--- src/rtl/fsmc_reg_bus_slave.sv ---
// FSMC asynchronous-bus slave: synchronises NE/NOE/NWE into clk, latches address and write data,
// issues single-cycle register-file strobes and drives read data onto the SB_IO pads.
module fsmc_reg_bus_slave #(
  parameter int unsigned ADRW        = 1,
  parameter int unsigned DATW        = 3,
  parameter int unsigned SYNC_STAGES = 2,
  parameter int unsigned RD_LAT      = 1,
  parameter int unsigned CNTW        = 16
) (
  input  logic            clk,
  input  logic            rst,
  input  logic            aNE,
  input  logic            aNOE,
  input  logic            aNWE,
  input  logic [ADRW-1:0] aAn,
  input  logic [DATW-1:0] aDn,
  output logic [ADRW-1:0] rw_adr,
  output logic            do_write,
  output logic [DATW-1:0] w_data,
  output logic            do_read,
  input  logic [DATW-1:0] read_data,
  output logic            io_output,
  output logic [DATW-1:0] io_data,
  output logic            rd_abort,
  output logic            proto_err,
  output logic [CNTW-1:0] wr_count,
  output logic [CNTW-1:0] rd_count
);

  localparam int unsigned LATW = 4;

  typedef enum logic [3:0] {
    IDLE     = 4'b0001,
    WRITE    = 4'b0010,
    RD_WAIT  = 4'b0100,
    RD_DRIVE = 4'b1000
  } state_t;

  state_t                 state;
  logic [SYNC_STAGES-1:0] ne_sync;
  logic [SYNC_STAGES-1:0] noe_sync;
  logic [SYNC_STAGES-1:0] nwe_sync;
  logic [LATW-1:0]        wait_cnt;
  logic                   s_ne;
  logic                   s_noe;
  logic                   s_nwe;

  assign s_ne  = ne_sync[SYNC_STAGES-1];
  assign s_noe = noe_sync[SYNC_STAGES-1];
  assign s_nwe = nwe_sync[SYNC_STAGES-1];

  // Control-line synchronisers; reset to the idle (deasserted) level
  always_ff @(posedge clk) begin
    if (rst) begin
      ne_sync  <= '1;
      noe_sync <= '1;
      nwe_sync <= '1;
    end else begin
      ne_sync  <= {ne_sync[SYNC_STAGES-2:0], aNE};
      noe_sync <= {noe_sync[SYNC_STAGES-2:0], aNOE};
      nwe_sync <= {nwe_sync[SYNC_STAGES-2:0], aNWE};
    end
  end

  // Transaction FSM with registered strobes, latches and counters
  always_ff @(posedge clk) begin
    if (rst) begin
      state     <= IDLE;
      do_write  <= 1'b0;
      do_read   <= 1'b0;
      rd_abort  <= 1'b0;
      proto_err <= 1'b0;
      rw_adr    <= '0;
      w_data    <= '0;
      io_data   <= '0;
      wr_count  <= '0;
      rd_count  <= '0;
      wait_cnt  <= '0;
    end else begin
      do_write  <= 1'b0;
      do_read   <= 1'b0;
      rd_abort  <= 1'b0;
      proto_err <= 1'b0;
      unique case (state)
        IDLE: begin
          if (!s_ne && !s_nwe && s_noe) begin
            state    <= WRITE;
            do_write <= 1'b1;
            rw_adr   <= aAn;
            w_data   <= aDn;
            wr_count <= wr_count + CNTW'(1);
          end else if (!s_ne && !s_noe && s_nwe) begin
            state    <= RD_WAIT;
            do_read  <= 1'b1;
            rw_adr   <= aAn;
            rd_count <= rd_count + CNTW'(1);
            wait_cnt <= LATW'(RD_LAT - 1);
          end else if (!s_ne && !s_noe && !s_nwe) begin
            proto_err <= 1'b1;
          end
        end
        WRITE: begin
          if (s_ne && s_nwe) state <= IDLE;
        end
        RD_WAIT: begin
          if (s_ne || s_noe) begin
            state    <= IDLE;
            rd_abort <= 1'b1;
          end else if (wait_cnt == '0) begin
            io_data <= read_data;
            state   <= RD_DRIVE;
          end else begin
            wait_cnt <= wait_cnt - LATW'(1);
          end
        end
        RD_DRIVE: begin
          if (s_ne || s_noe) state <= IDLE;
        end
        default: state <= IDLE;
      endcase
    end
  end

  // Pads release in the same cycle the synchronised deassertion appears
  assign io_output = (state == RD_DRIVE) && !s_ne && !s_noe;

endmodule

--- config.mk ---
export PLATFORM = sky130hd
export DESIGN_NAME = fsmc_reg_bus_slave
export DESIGN_NICKNAME = d
export VERILOG_FILES = /design/src/rtl/fsmc_reg_bus_slave.sv
export SDC_FILE = /design/constraint.sdc
export NUM_CORES = 1
export LEC_CHECK = 0
export CORE_MARGIN = 4
export CORE_UTILIZATION = 52
export CTS_BUF_LIST = sky130_fd_sc_hd__clkbuf_4 sky130_fd_sc_hd__clkbuf_8
export DETAILED_ROUTE_END_ITERATION = 7
export HOLD_SLACK_MARGIN = 0.03
export PLACE_DENSITY = 0.88
export SLEW_MARGIN = 40
export SYNTH_ARGS = -nofsm -noshare
export SYNTH_HDL_FRONTEND = slang
export SYNTH_SLANG_ARGS = --single-unit
--- constraint.sdc ---
create_clock -name clk -period 3.13 [get_ports clk]
set_input_delay 0.313 -clock clk [delete_from_list [all_inputs] [get_ports clk]]
set_output_delay 0.313 -clock clk [all_outputs]
set_load 0.05 [all_outputs]
# Word level (Yosys, flattened, before mapping)
# Index checks and enable logic that the tools add are counted.
[op_classes]
n_reduce_logical = 25
n_addsub = 3
n_eq_ne = 12
bitwise = 4
n_mux = 18
[ops]
columns = ["op", "count"]
rows = [
  ["4-bit two-way mux", 10],
  ["16-bit by 1-bit adder with 16-bit output (second input constant)", 2],
  ["4-bit one-hot mux with 4 select lines", 1],
  ["2-bit inequality test (second input constant)", 6],
  ["1-bit logical AND", 8],
  ["4-bit one-hot mux with 2 select lines", 1],
  ["1-bit two-way mux", 6],
  ["3-bit inequality test (second input constant)", 2],
  ["3-bit AND reduction", 2],
  ["5-bit AND reduction", 1],
  ["4-bit by 1-bit equality test with 1-bit output (second input constant)", 1],
  ["4-bit by 2-bit equality test with 1-bit output (second input constant)", 1],
  ["4-bit by 3-bit equality test with 1-bit output (second input constant)", 1],
  ["4-bit equality test (second input constant)", 1],
  ["4-bit logical NOT", 1],
  ["1-bit NOT", 4],
  ["2-bit AND reduction", 2],
  ["4-bit AND reduction", 1],
  ["2-bit nonzero test", 2],
  ["2-bit OR reduction", 2],
  ["4-bit OR reduction", 1],
  ["4-bit by 1-bit subtractor with 4-bit output (second input constant)", 1],
  ["1-bit logical NOT", 3],
  ["3-bit OR reduction", 1],
  ["1-bit logical OR", 1],
]
[word_totals]
reg_bits = 57
wordCells = 76
out_inout_bits = 44

# Logic depth before layout (Yosys ltp)
# Gate-level depths: netlist of run 1.
[logic_depth]
ltp_word = 6
mapped_depth = 7

# Worst setup path before layout of run 1
# Ideal clock, no wire load.
[synth_timing]
path_kind = "reg-to-reg"
startpoint = "reg state[2]"
endpoint = "reg wr_count[15]"
setup_slack_ns = 0.896
arrival_time_ns = 2.163
synth_period_minus_slack_ns = 2.234
path_stages_with_launch = 7
cell_sequence = "dfxtp_1 buf_6 or4b_4 or4_1 buf_2 or4_1 a21oi_1"
[synth_between]
elab_chain_cells = 2
[synth_rtl]
columns = ["item", "line", "rtl"]
rows = [
  ["start: declaration", "39", "state_t state;"],
  ["start signal: assignment", "68", "state <= IDLE;"],
  ["start signal: assignment", "87", "state <= WRITE;"],
  ["start signal: assignment", "93", "state <= RD_WAIT;"],
  ["4-bit by 1-bit equality test with 1-bit output", "84", "unique case (state)"],
  ["2-bit AND reduction (no line)", "-", ""],
  ["end signal: assignment", "91", "wr_count <= wr_count + CNTW'(1);"],
  ["end: declaration", "26", "output logic [CNTW-1:0] wr_count,"],
]
# No other way between the ends.
# A chain may end at the register's enable or synchronous reset.

# Final worst setup path of run 1
[layout_timing]
startpoint = "reg state[1]"
endpoint = "reg wr_count[15]"
# The elaborated chain is that of the path after synthesis.

==> results of run 1 <==
-- layout make-up --
cell class	instances	area (um^2)	share of cell area, %
clock buffer	14	186	5.75
clock inverter	2	10.0	0.309
inverter	10	37.5	1.16
multi-input combinational	203	1250	38.4
sequential	57	1140	35.2
tap	52	65.1	2.01
timing repair buffer	56	556	17.1
-- critical path, stage by stage, from the launching register on --
cell and delay [ns]:
dfxtp_1 0.37, or4b_4 0.64, or4_1 0.70, or4_1 0.51, a21oi_1 0.14
-- kinds of logic after synthesis --
logic type,share of synthesized area (%)
flip-flops,45.6
buffers and inverters,4.55
multiplexers,3.65
adder cells (fa/ha/maj),2.00
AND/OR/NAND/NOR,27.0
XOR/XNOR,4.90
AO/OA/AOI/OAI,12.3
-- routing by layer --
metal / vias up / global-route usage (%)
li1: 1123 / -
met1: 1018 / 24.5
met2: 61 / 31.7
met3: 10 / 6.02
met4: 0 / 8.54
met5: - / 0
-- cells in the mapped netlist (all sizes together), types with 4 or more instances --
cell type,instances
a21oi,24
buf,5
clkbuf,12
dfxtp,57
ha,4
inv,10
mux2i,8
nand2,14
nand3,17
nand4,4
nor2,27
nor3,7
nor3b,4
nor4,6
o21ai,20
o31ai,4
or2,7
or3,14
or4,8
xnor2,9
xor2,5
-- final timing paths --
path | endpoint | slack [ns] | depth (start not counted)
setup / recovery | wr_count[15] | 0.71 | 4
hold / removal | nwe_sync[1] | 0.41 | 1
setup reg to reg | wr_count[15] | 0.71 | 4
hold reg to reg | nwe_sync[1] | 0.41 | 1
-- where the power goes --
part / total [mW] / internal, mW / switching [mW]
logic: 0.0453 / 0.0217 / 0.0237
clock network: 0.654 / 0.380 / 0.274
registers: 0.736 / 0.730 / 0.00538
-- flip-flops by register name (all words and copies together), names as in the netlist, 3 cells and up --
name,cells
rd_count,16
wr_count,16
state,4
wait_cnt,4
io_data,3
w_data,3
-- metrics by stage --
step	std cells	power [mW]	setup slack, ns	instance area (um^2)
CTS	394	1.45	0.711	3240
global placement	378	0.795	0.761	3040
floorplan	287	0.777	0.896	2500
global route	394	1.49	0.595	3240
detailed placement	378	0.797	0.725	3050
finish	394	1.44	0.711	3240
==> impl_metrics.py, run 1 <==
metrics = {
    "detailed_routing": {
        "wire_per_inst_um": 14.1,
        "drtIter0Drc": 126,
        "drtPass1Iterations": 4,
        "drt-met1-wl_um": 2560,
        "vias": 2212,
        "drc": 0,
        "wl_met3_um": 287,
        "viasPerCell": 5.61,
        "ant_nets": 0,
        "top_layer": "met4",
        "wl_um": 5570,
        "routed-wl-met2_um": 2610,
    },
    "synthesis": {
        "yosys_warnings": 0,
        "synth_area_leader_cell": "dfxtp_1",
        "syn_nets": 303,
        "synth_area_um2": 2500,
        "synth_top_area_share_pct": 45.6,
        "synthArstFlopShare_pct": 0,
        "synth.distinct_cells": 40,
        "yosys-top-cells-area": "dfxtp_1, a21oi_1, nor2_1",
        "ys_ff_latch": 57,
        "ys_seq_area_share_pct": 45.6,
        "synthCells": 287,
        "syn_avg_cell_area_um2": 8.71,
        "synthFlopType": "dfxtp_1",
        "synth_edf_count": 0,
    },
    "sta": {
        "holdWs_ns": 0.407,
        "fin_crit_ns": 2.42,
        "fmax_ghz": 0.413,
        "report.final.slew_viol_count": 0,
        "rsz0062_at_grt": "false",
        "post-route-period-util_pct": 77.3,
        "setup_violations": 0,
        "hold_viol_final": 0,
        "tightest_slew_ns": 0.567,
        "relSlewSlack_pct": 62.2,
        "skew_ns": 0.00819,
        "finalSetupTns_ns": 0,
    },
    "critical_path": {
        "critPathKind": "flip-flop to flip-flop",
        "crit_path_max_fanout": 12,
        "critPathCaptureType": "flip-flop",
        "critPathRequiredTime_ns": 3.39,
        "worstReg2RegStart": "state[1]",
        "start_kind": "flip-flop",
        "cp.arrival_ns": 2.68,
        "crit_start": "state[1]",
    },
    "finish": {
        "final_common_cell": "dfxtp_1",
        "syn2layout_area_growth_pct": 29.6,
        "nets": 353,
        "final_cell_mix": "dfxtp_1, clkdlybuf4s50_1, nor2_1, a21oi_1, o21ai_0",
        "utilization_pct": 72.0,
        "fillers": 337,
        "layout-drive-gt1-share_pct": 8.77,
        "n_antenna_cell": 0,
    },
    "clock_network": {
        "cts_setup_buffers": 0,
        "clockBufferDepth": 2,
        "cts.sinks": 57,
        "numCtsBuffers": 9,
        "cts_hold_buf": 0,
        "cts_tree": "yes",
        "htree_levels": 3,
        "clkSlewWorstSetupHoldPaths_ns": 0.07,
        "cts_resized": 0,
        "clock-root-buffer": "clkbuf_8",
        "insertion_delay_ns": 0.33,
    },
    "grt": {
        "grt_overflow_total": 0,
        "grtUsageTotal_pct": 19.7,
        "antenna_found_initial": 0,
        "grt_pass1_wl_um": 9660,
        "grt_pass1_vias": 2143,
        "grt_max_degree": 59,
    },
    "placement": {
        "gp_congestion": 0.843,
        "portBuffers": 55,
        "hpwl_um": 3880,
    },
    "die": {
        "start_util_pct": 55.5,
        "rows": 24,
        "ios": 56,
        "fp.coreArea_um2": 4500,
        "fp.dieH_um": 77.4,
        "die-area_um2": 5980,
        "fp.dieW_um": 77.4,
    },
    "power_and_ir_drop": {
        "ir_worst_vdd_uv": 258,
        "p_leak_nw": 1.13,
        "power_density_nw_per_um2": 443,
    },
    "outcome": {
        "outcome": "completed",
    },
    "job": {
        "drv_cap": 0,
    },
    "worst_hold_path": {
        "hold_path_startpoint": "nwe_sync[0]",
        "hold_class": "flip-flop to flip-flop",
    },
}
Power figures use the tool's default switching activity.
==> inputs of run 2 (changes only) <==
clock period = 2.4 ns   (was 3.13 ns; I/O delays follow)
==> run 2 against run 1 <==
First-iteration DRC count is 11% higher. Critical path depth stayed put. Fmax is 7.5% higher. Design area grew 2.1%. Worst setup slack worse by 0.56 ns. Sequential power increased by 30%. Die area did not move. Global-route usage grew 0.85 points. Flip-flop and latch count unchanged. Combinational power up 54%. Register-to-register slack worse by 0.56 ns. Power up 28%. Critical endpoint unchanged.
==> impl_metrics.py, run 2 (synthesis results as in run 1) <==
metrics = {
    "finish": {
        "reg.largest.list": "rd_count: 16 flops, wr_count: 16 flops",
        "layout-drive-gt1-share_pct": 11.6,
        "n_antenna_cell": 0,
        "nets": 364,
        "syn2layout_area_growth_pct": 32.3,
        "layout.cells.non_filler": 405,
        "final_common_cell": "dfxtp_1",
        "design_area_um2": 3310,
        "fillers": 350,
        "area.sequential_um2": 1140,
        "final_cell_mix": "dfxtp_1, clkdlybuf4s50_1, nor2_1, a21oi_1, o21ai_0",
        "multi_input_area_um2": 1250,
    },
    "sta": {
        "fmax_ghz": 0.444,
        "rsz0062_at_grt": "false",
        "hold_viol_final": 0,
        "finalSetupTns_ns": 0,
        "relSlewSlack_pct": 49.2,
        "post-route-period-util_pct": 93.8,
        "tightest_slew_ns": 0.762,
        "report.final.slew_viol_count": 0,
        "skew_ns": 0.00640,
        "fin_crit_ns": 2.25,
        "holdWs_ns": 0.410,
        "setup_violations": 0,
    },
    "power_and_ir_drop": {
        "seq_power_share_pct": 51.9,
        "p_leak_nw": 1.19,
        "power_density_nw_per_um2": 556,
        "p_switching_uw": 407,
        "ir_worst_vdd_uv": 450,
        "swShare_pct": 22.1,
        "combPwrFrac_pct": 3.8,
        "p_clk_share_pct": 44.3,
        "p_int_mw": 1.43,
    },
    "critical_path": {
        "critPathKind": "flip-flop to flip-flop",
        "critPathCaptureType": "flip-flop",
        "path_common_cell": "or4_1",
        "crit_buf_inv": 0,
        "crit_path_max_fanout": 10,
        "crit_chain": "or4b_4, or4_1, or4_1, a21oi_1",
        "crit_path_max_incr_delay_ns": 0.68,
        "critical-path-top-delay-family": "simple AND/OR/NAND/NOR gates",
        "start_kind": "flip-flop",
        "cp.arrival_ns": 2.53,
        "cp_slowest_cell": "or4_1",
        "critPathRequiredTime_ns": 2.68,
    },
    "die": {
        "start_util_pct": 55.5,
        "fp.dieW_um": 77.4,
        "rows": 24,
        "fp.coreArea_um2": 4500,
        "die-area_um2": 5980,
        "fp.dieH_um": 77.4,
        "ios": 56,
    },
    "grt": {
        "grt_pass1_vias": 2175,
        "grt_max_degree": 46,
        "grtUsageTotal_pct": 20.6,
        "antenna_found_initial": 0,
        "grt_pass1_wl_um": 9870,
        "grt_overflow_total": 0,
    },
    "clock_network": {
        "cts.sinks": 57,
        "cts_setup_buffers": 0,
        "insertion_delay_ns": 0.34,
        "clockBufferDepth": 2,
        "clock-root-buffer": "clkbuf_8",
        "htree_levels": 3,
        "cts_resized": 0,
        "cts_tree": "yes",
        "numCtsBuffers": 9,
        "cts_hold_buf": 0,
        "clkSlewWorstSetupHoldPaths_ns": 0.07,
    },
    "placement": {
        "dpl-instance-area_um2": 3130,
        "portBuffers": 55,
        "hpwl_um": 4130,
        "place_inst": 389,
        "gp_congestion": 0.823,
    },
    "detailed_routing": {
        "ant_nets": 0,
        "wl_um": 5850,
        "drtPass1Iterations": 4,
        "drc": 0,
        "wire_per_inst_um": 14.5,
        "drtIter0Drc": 140,
        "viasPerCell": 5.57,
        "vias": 2256,
    },
    "outcome": {
        "outcome": "completed",
    },
    "worst_hold_path": {
        "hold_class": "flip-flop to flip-flop",
    },
    "job": {
        "drv_cap": 0,
    },
}
==> run 2: changes by cell type in the layout (fill, tap and decap cells not counted) <==
cell             change
buf_2                +1
buf_4               +10
clkbuf_4             +1
clkbuf_8             -2
clkdlybuf4s50_1      -1
clkinv_2             +1
dlymetal6s2s_1       +1
==> run 2: through the flow <==
step / util [%] / power, mW / setup WS (ns)
after floorplan: - / 1.01 / 0.166
after global placement: 69.4 / 1.04 / 0.209
after detailed placement: 69.4 / 1.05 / 0.155
after CTS: 73.4 / 1.85 / 0.0409
after global routing: 73.5 / 1.92 / 0.0592
final: 73.5 / 1.84 / 0.149
==> run 2: layout make-up <==
cell class	instances	area share [%]
Multi-Input combinational cell	203	37.7
Clock inverter	3	0.454
Sequential cell	57	34.5
Inverter	10	1.13
Timing Repair Buffer	67	19.3
Clock buffer	13	5.03
Tap cell	52	1.97
==> run 2: final timing paths <==
path,startpoint,end,slack [ns],cells past startpoint
max,state[1],wr_count[15],0.15,4
min,ne_sync[0],ne_sync[1],0.41,1
max reg2reg,state[1],wr_count[15],0.15,4
min reg2reg,ne_sync[0],ne_sync[1],0.41,1
==> run 2: power groups by stage <==
stage | clock network (mW) | logic, mW | registers, mW
after detailed placement | 0 | 0.0694 | 0.976
final | 0.816 | 0.0696 | 0.955
after CTS | 0.830 | 0.0699 | 0.955
after global placement | 0 | 0.0680 | 0.975
after floorplan | 0 | 0.0342 | 0.979
after global routing | 0.890 | 0.0755 | 0.955
==> run 2: per-layer routing <==
layer  routed length, um  global-route usage [%]
met4                 114                    11.0
met5                   0                       0
met3                 309                    6.48
met1                2640                    24.7
met2                2790                    32.9
==> run 2: worst reg2reg max path: stages (launching register included) <==
cell	delay, ns
dfxtp_1	0.32
or4b_4	0.54
or4_1	0.68
or4_1	0.51
a21oi_1	0.14
==> inputs of run 3 (changes only) <==
CTS_CLUSTER_DIAMETER = 200   (was unset)
MAX_ROUTING_LAYER = met4   (was unset)
==> run 3 against run 2 <==
Worst setup slack got worse by 0.00063 ns. Fmax barely moved. Critical endpoint unchanged. Sequential share of layout area unchanged. Non-clock buffer count unchanged. Die area did not move. Clock power about the same. Via count is essentially flat. Combinational power about the same. Power about the same. Design area stayed put.
==> impl_metrics.py, run 3 (synthesis results as in run 1) <==
metrics = {
    "outcome": {
        "outcome": "completed",
    },
    "critical_path": {
        "crit_path_max_fanout": 10,
        "cp.arrival_ns": 2.53,
        "critPathKind": "flip-flop to flip-flop",
        "critPathCaptureType": "flip-flop",
        "critPathRequiredTime_ns": 2.68,
        "start_kind": "flip-flop",
    },
    "detailed_routing": {
        "wl_um": 5850,
        "drtIter0Drc": 162,
        "vias": 2257,
        "wire_per_inst_um": 14.4,
        "drt-met1-wl_um": 2650,
        "top_layer": "met4",
        "wl_met3_um": 304,
        "drc": 0,
        "ant_nets": 0,
        "viasPerCell": 5.57,
        "routed-wl-met2_um": 2770,
        "drtPass1Iterations": 5,
    },
    "power_and_ir_drop": {
        "ir_worst_vdd_uv": 446,
        "p_leak_nw": 1.19,
        "power_density_nw_per_um2": 556,
        "power_mw": 1.84,
    },
    "finish": {
        "nets": 364,
        "utilization_pct": 73.5,
        "layout.cells.non_filler": 405,
        "final_common_cell": "dfxtp_1",
        "syn2layout_area_growth_pct": 32.3,
        "n_antenna_cell": 0,
        "layout-drive-gt1-share_pct": 11.6,
        "fillers": 350,
        "reg.largest.list": "rd_count: 16 flops, wr_count: 16 flops",
        "final_cell_mix": "dfxtp_1, clkdlybuf4s50_1, nor2_1, a21oi_1, o21ai_0",
    },
    "placement": {
        "portBuffers": 55,
        "dp_slack_ns": 0.155,
        "place_inst": 389,
        "gp_congestion": 0.836,
        "hpwl_um": 4130,
    },
    "sta": {
        "finalSetupTns_ns": 0,
        "finalWorstSetupSlack_ns": 0.148,
        "fmax_ghz": 0.444,
        "skew_ns": 0.00745,
        "report.final.slew_viol_count": 0,
        "setup_violations": 0,
        "relSlewSlack_pct": 49.5,
        "fin_crit_ns": 2.25,
        "hold_viol_final": 0,
        "rsz0062_at_grt": "false",
        "post-route-period-util_pct": 93.8,
        "tightest_slew_ns": 0.758,
    },
    "job": {
        "drv_cap": 0,
    },
    "clock_network": {
        "cts.sinks": 57,
        "clock-root-buffer": "clkbuf_8",
        "cts_tree": "yes",
        "numCtsBuffers": 9,
        "insertion_delay_ns": 0.34,
        "htree_levels": 3,
        "cts_hold_buf": 0,
        "clockBufferDepth": 2,
        "clkSlewWorstSetupHoldPaths_ns": 0.07,
    },
    "die": {
        "fp.dieW_um": 77.4,
        "start_util_pct": 55.5,
        "rows": 24,
        "fp.coreArea_um2": 4500,
        "ios": 56,
        "die-area_um2": 5980,
        "fp.dieH_um": 77.4,
    },
    "grt": {
        "antenna_found_initial": 0,
        "grtUsageTotal_pct": 21.2,
        "grt_pass1_vias": 2174,
        "grt_max_degree": 46,
        "grt_pass1_wl_um": 9870,
        "grt_overflow_total": 0,
    },
    "worst_hold_path": {
        "hold_class": "flip-flop to flip-flop",
    },
}
==> run 3: area by class of cell <==
type	instances	area, um^2	share of cell area [%]
clock buffers	13	166	5.03
clock inverters	3	15.0	0.454
inverters	10	37.5	1.13
multi-input cells	203	1250	37.7
flip-flops and latches	57	1140	34.5
well taps	52	65.1	1.97
repair buffers	67	638	19.3
==> run 3: routing by layer <==
layer	up-vias	track usage, %
met1	1027	24.7
met5	-	-
met3	13	6.37
met4	0	11.0
li1	1147	-
met2	70	32.9
==> run 3: critical path, stage by stage (launching register included) <==
cell and delay [ns]:
dfxtp_1 0.32, or4b_4 0.54, or4_1 0.68, or4_1 0.51, a21oi_1 0.14
==> run 3: path summary, 6_finish.rpt <==
kind               from           end  slack, ns  depth (start not counted)
min          ne_sync[0]    ne_sync[1]       0.41                          1
max reg2reg    state[1]  wr_count[15]       0.15                          4
max            state[1]  wr_count[15]       0.15                          4
min reg2reg  ne_sync[0]    ne_sync[1]       0.41                          1
==> run 3: what timing repair did <==
item | CTS | global route
buffers inserted | 0 | 0
resized for setup | 0 | 1
endpoints found under the setup margin | 0 | 1
==> run 3: per-stage QoR <==
stage,hold WS (ns),instance area [um^2]
floorplan,0.328,2500
global placement,0.391,3130
detailed placement,0.398,3130
CTS,0.412,3310
global route,0.434,3310
finish,0.410,3310
==> run 3: report_power, final <==
| group | internal (mW) | total, mW | switching, mW |
|---|---|---|---|
| Sequential | 0.952 | 0.955 | 0.00257 |
| Clock | 0.448 | 0.814 | 0.366 |
| Combinational | 0.0324 | 0.0696 | 0.0371 |
| Total | 1.43 | 1.84 | 0.405 |
